$ cat src/rtl/servo_seq_ctrl.sv
// Servo open/hold/close sequencer with a built-in PWM generator.
// Build option: define SERVO_RAMP_EN to ramp the pulse width by PW_STEP each frame.
module servo_seq_ctrl #(
  parameter int unsigned FRAME_CYC   = 1_000_000,
  parameter int unsigned PW_CLOSE    = 50_000,
  parameter int unsigned PW_OPEN     = 100_000,
  parameter int unsigned PW_STEP     = 5_000,
  parameter int unsigned HOLD_FRAMES = 150,
  parameter int unsigned CNT_W       = 20
) (
  input  logic             clk,
  input  logic             rst_n,
  input  logic             enable,
  input  logic             force_close,
  output logic             servo,
  output logic             busy,
  output logic [1:0]       state,
  output logic [CNT_W-1:0] pw_cur
);

  typedef enum logic [1:0] {
    ST_IDLE    = 2'd0,
    ST_OPENING = 2'd1,
    ST_HOLD    = 2'd2,
    ST_CLOSING = 2'd3
  } state_t;

`ifdef SERVO_RAMP_EN
  localparam int unsigned STEP = PW_STEP;
`else
  // One step larger than the whole travel, so every move saturates at its first boundary.
  localparam int unsigned STEP = FRAME_CYC + PW_STEP;
`endif

  localparam logic [CNT_W-1:0] FRAME_LAST = CNT_W'(FRAME_CYC - 32'd1);
  localparam logic [CNT_W-1:0] PW_CLOSE_C = CNT_W'(PW_CLOSE);
  localparam logic [CNT_W-1:0] PW_OPEN_C  = CNT_W'(PW_OPEN);
  localparam logic [CNT_W-1:0] HOLD_LAST  = CNT_W'(HOLD_FRAMES - 32'd1);

  state_t           state_q, state_d;
  logic [CNT_W-1:0] frame_cnt_q, frame_cnt_d;
  logic [CNT_W-1:0] pw_cur_q, pw_cur_d;
  logic [CNT_W-1:0] hold_cnt_q, hold_cnt_d;
  logic             enable_dly_q, enable_dly_d;
  logic             servo_q, servo_d;
  logic             busy_q, busy_d;

  logic        boundary_s, en_rise_s;
  logic        fc_evt_s, open_evt_s, rehold_evt_s;
  logic [31:0] pw_wide_s, up_sum_s;
  logic        up_sat_s, dn_sat_s;

  // State and datapath registers.
  always_ff @(posedge clk or negedge rst_n) begin
    if (!rst_n) begin
      state_q      <= ST_IDLE;
      frame_cnt_q  <= '0;
      pw_cur_q     <= PW_CLOSE_C;
      hold_cnt_q   <= '0;
      enable_dly_q <= 1'b0;
      servo_q      <= 1'b0;
      busy_q       <= 1'b0;
    end else begin
      state_q      <= state_d;
      frame_cnt_q  <= frame_cnt_d;
      pw_cur_q     <= pw_cur_d;
      hold_cnt_q   <= hold_cnt_d;
      enable_dly_q <= enable_dly_d;
      servo_q      <= servo_d;
      busy_q       <= busy_d;
    end
  end

  // Saturation limits are tested in 32 bits so the CNT_W registers never wrap.
  always_comb begin
    boundary_s   = (frame_cnt_q == FRAME_LAST);
    en_rise_s    = enable & ~enable_dly_q;
    fc_evt_s     = force_close & ((state_q == ST_OPENING) | (state_q == ST_HOLD));
    open_evt_s   = en_rise_s & ((state_q == ST_IDLE) |
                                ((state_q == ST_CLOSING) & ~force_close));
    rehold_evt_s = en_rise_s & (state_q == ST_HOLD);
    pw_wide_s    = 32'(pw_cur_q);
    up_sum_s     = pw_wide_s + STEP;
    up_sat_s     = (up_sum_s >= PW_OPEN);
    dn_sat_s     = (pw_wide_s <= (PW_CLOSE + STEP));
  end

  // Next-state, pulse-width and counter logic; events override boundary ramping.
  always_comb begin
    state_d      = state_q;
    pw_cur_d     = pw_cur_q;
    hold_cnt_d   = hold_cnt_q;
    enable_dly_d = enable;
    servo_d      = (frame_cnt_q < pw_cur_q);
    if (boundary_s) begin
      frame_cnt_d = '0;
    end else begin
      frame_cnt_d = frame_cnt_q + CNT_W'(1);
    end

    if (fc_evt_s) begin
      state_d = ST_CLOSING;
    end else if (open_evt_s) begin
      state_d = ST_OPENING;
    end else if (rehold_evt_s) begin
      hold_cnt_d = '0;
    end else if (boundary_s) begin
      case (state_q)
        ST_OPENING: begin
          if (up_sat_s) begin
            pw_cur_d   = PW_OPEN_C;
            hold_cnt_d = '0;
            state_d    = ST_HOLD;
          end else begin
            pw_cur_d = CNT_W'(up_sum_s);
          end
        end
        ST_HOLD, ST_CLOSING: begin
          if ((state_q == ST_HOLD) && (hold_cnt_q != HOLD_LAST)) begin
            hold_cnt_d = hold_cnt_q + CNT_W'(1);
          end else if (dn_sat_s) begin
            pw_cur_d = PW_CLOSE_C;
            state_d  = ST_IDLE;
          end else begin
            pw_cur_d = pw_cur_q - CNT_W'(STEP);
            state_d  = ST_CLOSING;
          end
        end
        default: begin
          state_d = ST_IDLE;
        end
      endcase
    end else begin
      state_d = state_q;
    end

    busy_d = (state_d != ST_IDLE);
  end

  assign servo  = servo_q;
  assign busy   = busy_q;
  assign state  = state_q;
  assign pw_cur = pw_cur_q;

endmodule
$ cat config.mk
export PLATFORM = sky130hd
export DESIGN_NAME = servo_seq_ctrl
export DESIGN_NICKNAME = d
export VERILOG_FILES = /design/src/rtl/servo_seq_ctrl.sv
export SDC_FILE = /design/constraint.sdc
export NUM_CORES = 1
export LEC_CHECK = 0
export ABC_CLOCK_PERIOD_IN_PS = 7100
export CAP_MARGIN = 30
export CORE_UTILIZATION = 45
export DETAILED_ROUTE_END_ITERATION = 12
export SLEW_MARGIN = 40
export SYNTH_ARGS = -nofsm -noshare
export SYNTH_HDL_FRONTEND = slang
export SYNTH_SLANG_ARGS = --single-unit
$ cat constraint.sdc
create_clock -name clk -period 7.1 [get_ports clk]
set_clock_uncertainty 0.1 [all_clocks]
set_input_delay 2.13 -clock clk [delete_from_list [all_inputs] [get_ports clk]]
set_output_delay 2.13 -clock clk [all_outputs]
set_load 0.01 [all_outputs]
==> PnR_summary.wiki <==
{| class="wikitable"
! Metric !! Value
|-
| Reg2reg setup slack || 3.67 ns
|-
| TNS Setup || 0 ns
|-
| Main synth FF type || sky130_fd_sc_hd__dfrtp_1
|-
| Io pins || 28
|-
| Weighted congestion at the end of routability-driven global placement || 0.811
|-
| First-pass GRT wire length || 12200 um
|-
| Cell count of the worst reg-to-reg path || 5
|-
| Worst hold path depth || 2
|-
| Pin count of the biggest net entering global routing || 63
|-
| Gr ovfl total || 0
|-
| Antenna Diode Count || 0
|-
| Synth Area per Inst || around 9.6 um2
|-
| DP HPWL || 5000 um
|-
| Warnings from Yosys || 0
|-
| Category of the most critical setup path || primary input to register
|-
| Routed length per placed instance || 14.7 um
|-
| Overall die area || roughly 0.008 mm2
|-
| Ys async rst share || 100%
|-
| Slowest stage delay, CP || ~0.76 ns
|-
| Routed vias || 2742
|-
| Portion of total power attributed to the clock network || 41.4%
|-
| Post-CTS setup buffer count || 0
|-
| Largest delay contributor family on the critical path || simple AND/OR/NAND/NOR gates
|-
| Power per cell area || 195 mW/mm2
|-
| Max_slew headroom || 49.9%
|-
| Hold endpoint || pw_cur[9]
|-
| Clock transition at the registers of the reported paths || 0.07 ns
|-
| Number of buffers created by CTS || 9
|-
| Number of sinks handled by clock tree synthesis || 62
|-
| Root buf cell || sky130_fd_sc_hd__clkbuf_8
|-
| Origin of the critical flop-to-flop path || frame_cnt_q[13]
|-
| P_sw || 207 uW
|-
| Share of the synthesized area in the top cell type || just over 40%
|-
| Post-DRT Antenna Nets || 0
|-
| Combinational fraction of design power || between 10% and 20%
|-
| Cell area after synthesis || 0.00345 mm2
|-
| Outcome || finished clean
|-
| Hold Buf Count CTS || 0
|-
| Number of global-route vias before repair || 2464
|-
| Horizontal die dimension || 89.6 um
|-
| Category of the worst setup path capture point || register
|-
| Kind of start point of the critical path || primary input
|-
| Area contributors post-synth || sky130_fd_sc_hd__dfrtp_1 41%, sky130_fd_sc_hd__ha_1 9.1%, sky130_fd_sc_hd__dfstp_2 4.6%
|-
| Dominant cell by count in the synthesized netlist || sky130_fd_sc_hd__dfrtp_1
|-
| Non-Filler Cell Area, Final || 0.00400 mm2
|-
| Number of flops mapped to enable cells by yosys || 0
|-
| Leakage power || 1.89 nW
|-
| Final setup violation count || 0
|-
| Maximum clock insertion buffer count || 2
|-
| Data arrival time of the worst path || 4.39 ns
|-
| Total of buffers placed on input and output ports || 24
|-
| Iteration count of the initial detailed-routing pass || 4
|-
| DRC violations left || 0
|-
| Achievable frequency || 0.235 GHz
|-
| Filler Cell Count || 686
|-
| Area of combinational cells with multiple inputs || 0.00174 mm2
|-
| Internal power component || 575 uW
|-
| Core ar. || 0.00733 mm2
|-
| Hold WS || 0.387 ns
|-
| Instance count of the mapped netlist || 358
|-
| Class of the tightest hold or removal check || register to register
|-
| Number of vias per cell after detailed routing || 5.61
|-
| Iter 0 DRT Violations || 171
|-
| Utilization after layout || between 50% and 60%
|-
| Actual transition at the worst max-transition pin || about 0.75 ns
|-
| Peak supply drop || between 0.09 and 0.1 mV
|-
| Later-pin clock latency in the skew report || around 0.34 ns
|-
| Critical-path maximum fanout || 17
|-
| Highest-delay cell along the critical path || sky130_fd_sc_hd__or4b_1
|-
| Max-slew violations || 0
|-
| Row Count || 31
|-
| Critical Path RT || 7.23 ns
|-
| Number of max-cap violations || 0
|-
| Unrepaired setup endpoints after global routing || false
|-
| Final Hold Viols || 0
|-
| Overall Power || 782 uW
|-
| Initial core utilization || a little under half
|-
| Shortest period the worst path allows || around 4.3 ns
|-
| Antenna violations before repair || 0
|-
| Post-synth cell types || 50
|-
| Area of placed instances || between 0.003 and 0.004 mm2
|-
| # resized after CTS || 0
|-
| Die extent in y || roughly 90 um
|-
| Synth area leader || sky130_fd_sc_hd__dfrtp_1
|-
| Storage element area || 0.00156 mm2
|-
| Endpoint of the worst register-to-register path || pw_cur[3]
|-
| Fraction of power consumed by sequential logic || 46.6%
|-
| Routed wire length || approximately 7200 um
|-
| Overall Global Routing Usage || between 20% and 30%
|-
| Sequential-to-total area share from yosys stat || 45.2%
|-
| Final #Nets || approximately 410
|-
| Launch instance of the worst min-delay path || pw_cur[9]
|-
| Final cycle utilization of the critical path || 60.0%
|-
| CTS H-tree depth || 3
|-
| Cell-by-cell listing of the critical path || clkdlybuf4s50_1, nand3b_1, or4b_4, or4b_1, and2_1
|-
| Number of synthesized register bits || 62
|-
| Share of layout cells above drive strength 1 || a little under a tenth
|-
| Count of buffering cells on the critical path with inverters included || 1
|-
| Area growth, synth to finish || 15.9%
|-
| Commonest cells post-synth || 56 x sky130_fd_sc_hd__dfrtp_1, 32 x sky130_fd_sc_hd__nand2_1, 26 x sky130_fd_sc_hd__inv_1, 25 x sky130_fd_sc_hd__ha_1
|-
| Switching Share || 26.5%
|-
| CTS tree || done
|}
[metrics by stage]
step	setup WS, ns	instances
after floorplan	3.25	360
after global placement	2.52	473
after detailed placement	2.44	473
after CTS	2.82	489
after global routing	2.76	489
final	2.84	489
[area by class of cell]
cell class / instances / area share (%)
clock buffer: 11 / 3.79
clock inverter: 5 / 1.44
inverter: 26 / 2.44
timing repair buffer: 28 / 6.73
tap: 99 / 3.10
sequential: 62 / 39.0
multi-input combinational: 258 / 43.5
[layer usage]
| layer | track usage (%) | vias to the layer above | share of wire (%) |
|---|---|---|---|
| li1 | - | 1337 | - |
| met1 | 30.8 | 1335 | 53 |
| met2 | 27.8 | 61 | 42 |
| met3 | 4.25 | 9 | 4.0 |
| met4 | 8.37 | 0 | 1.6 |
| met5 | 0 | - | 0 |
[power by group through the flow]
stage	Clock, mW	Sequential, mW	Combinational, mW
6_report	0.324	0.364	0.0935
5_1_grt	0.348	0.366	0.106
4_1_cts	0.335	0.364	0.0940
3_5_place_dp	0	0.371	0.0934
3_3_place_gp	0	0.371	0.0909
2_1_floorplan	0	0.371	0.0629
[cell families (layout without fill, tap and decap cells)]
| kind of cell | after synthesis | in the layout | share of synthesized area, % |
|---|---|---|---|
| adders and majority gates | 25 | 25 | 9.07 |
| AOI/OAI and AO/OA | 83 | 83 | 15.8 |
| DFF | 62 | 62 | 45.2 |
| muxes | 1 | 1 | 0.290 |
| buffers and inverters | 40 | 70 | 4.97 |
| and+or+nand+nor | 130 | 130 | 20.5 |
| other | 1 | 3 | 0.109 |
| xor gates and xnor gates | 16 | 16 | 4.06 |
[flip-flops by register name (all words and copies together), names as in the netlist]
| signal | count |
|---|---|
| servo | 1 |
| busy | 1 |
| frame_cnt_q | 20 |
| enable_dly_q | 1 |
| state | 2 |
| hold_cnt_q | 20 |
| pw_cur | 17 |
[tightest hold or removal path: cells and delay by family (launching register included)]
kind / cells / cell delay (ns)
flip-flops: 1 / 0.37
buffers and inverters: 1 / 0.06
AND/OR/NAND/NOR: 1 / 0.05
[worst max path at each step]
stage | endpoint | from | cells after the start
2_1_floorplan | pw_cur[12] | enable | 6
3_3_place_gp | pw_cur[3] | enable | 5
3_5_place_dp | pw_cur[13] | enable | 5
4_1_cts | pw_cur[3] | enable | 5
5_1_grt | pw_cur[3] | enable | 5
6_report | pw_cur[3] | enable | 5
[cells in the final DEF (no fill, tap or decap), types with 3 or more instances in the layout]
master	n
sky130_fd_sc_hd__dfrtp_1	56
sky130_fd_sc_hd__nand2_1	32
sky130_fd_sc_hd__inv_1	26
sky130_fd_sc_hd__ha_1	25
sky130_fd_sc_hd__clkdlybuf4s50_1	23
sky130_fd_sc_hd__nor2_1	20
sky130_fd_sc_hd__a31oi_1	20
sky130_fd_sc_hd__a21oi_1	17
sky130_fd_sc_hd__nand3_1	13
sky130_fd_sc_hd__o21ai_0	13
sky130_fd_sc_hd__a21o_1	13
sky130_fd_sc_hd__clkbuf_8	11
sky130_fd_sc_hd__nand4_1	10
sky130_fd_sc_hd__xor2_1	10
sky130_fd_sc_hd__and2_1	9
sky130_fd_sc_hd__nand2b_1	7
sky130_fd_sc_hd__xnor2_1	6
sky130_fd_sc_hd__dfstp_2	6
sky130_fd_sc_hd__nor3_1	5
sky130_fd_sc_hd__and3_1	5
sky130_fd_sc_hd__nor4_1	5
sky130_fd_sc_hd__o211ai_1	4
sky130_fd_sc_hd__a41oi_1	4
sky130_fd_sc_hd__or4_1	3
sky130_fd_sc_hd__or2_2	3
sky130_fd_sc_hd__nor2b_1	3
sky130_fd_sc_hd__o2111ai_1	3
sky130_fd_sc_hd__conb_1	3
sky130_fd_sc_hd__clkinvlp_4	3
sky130_fd_sc_hd__buf_4	3
Power figures use the tool's default switching activity.
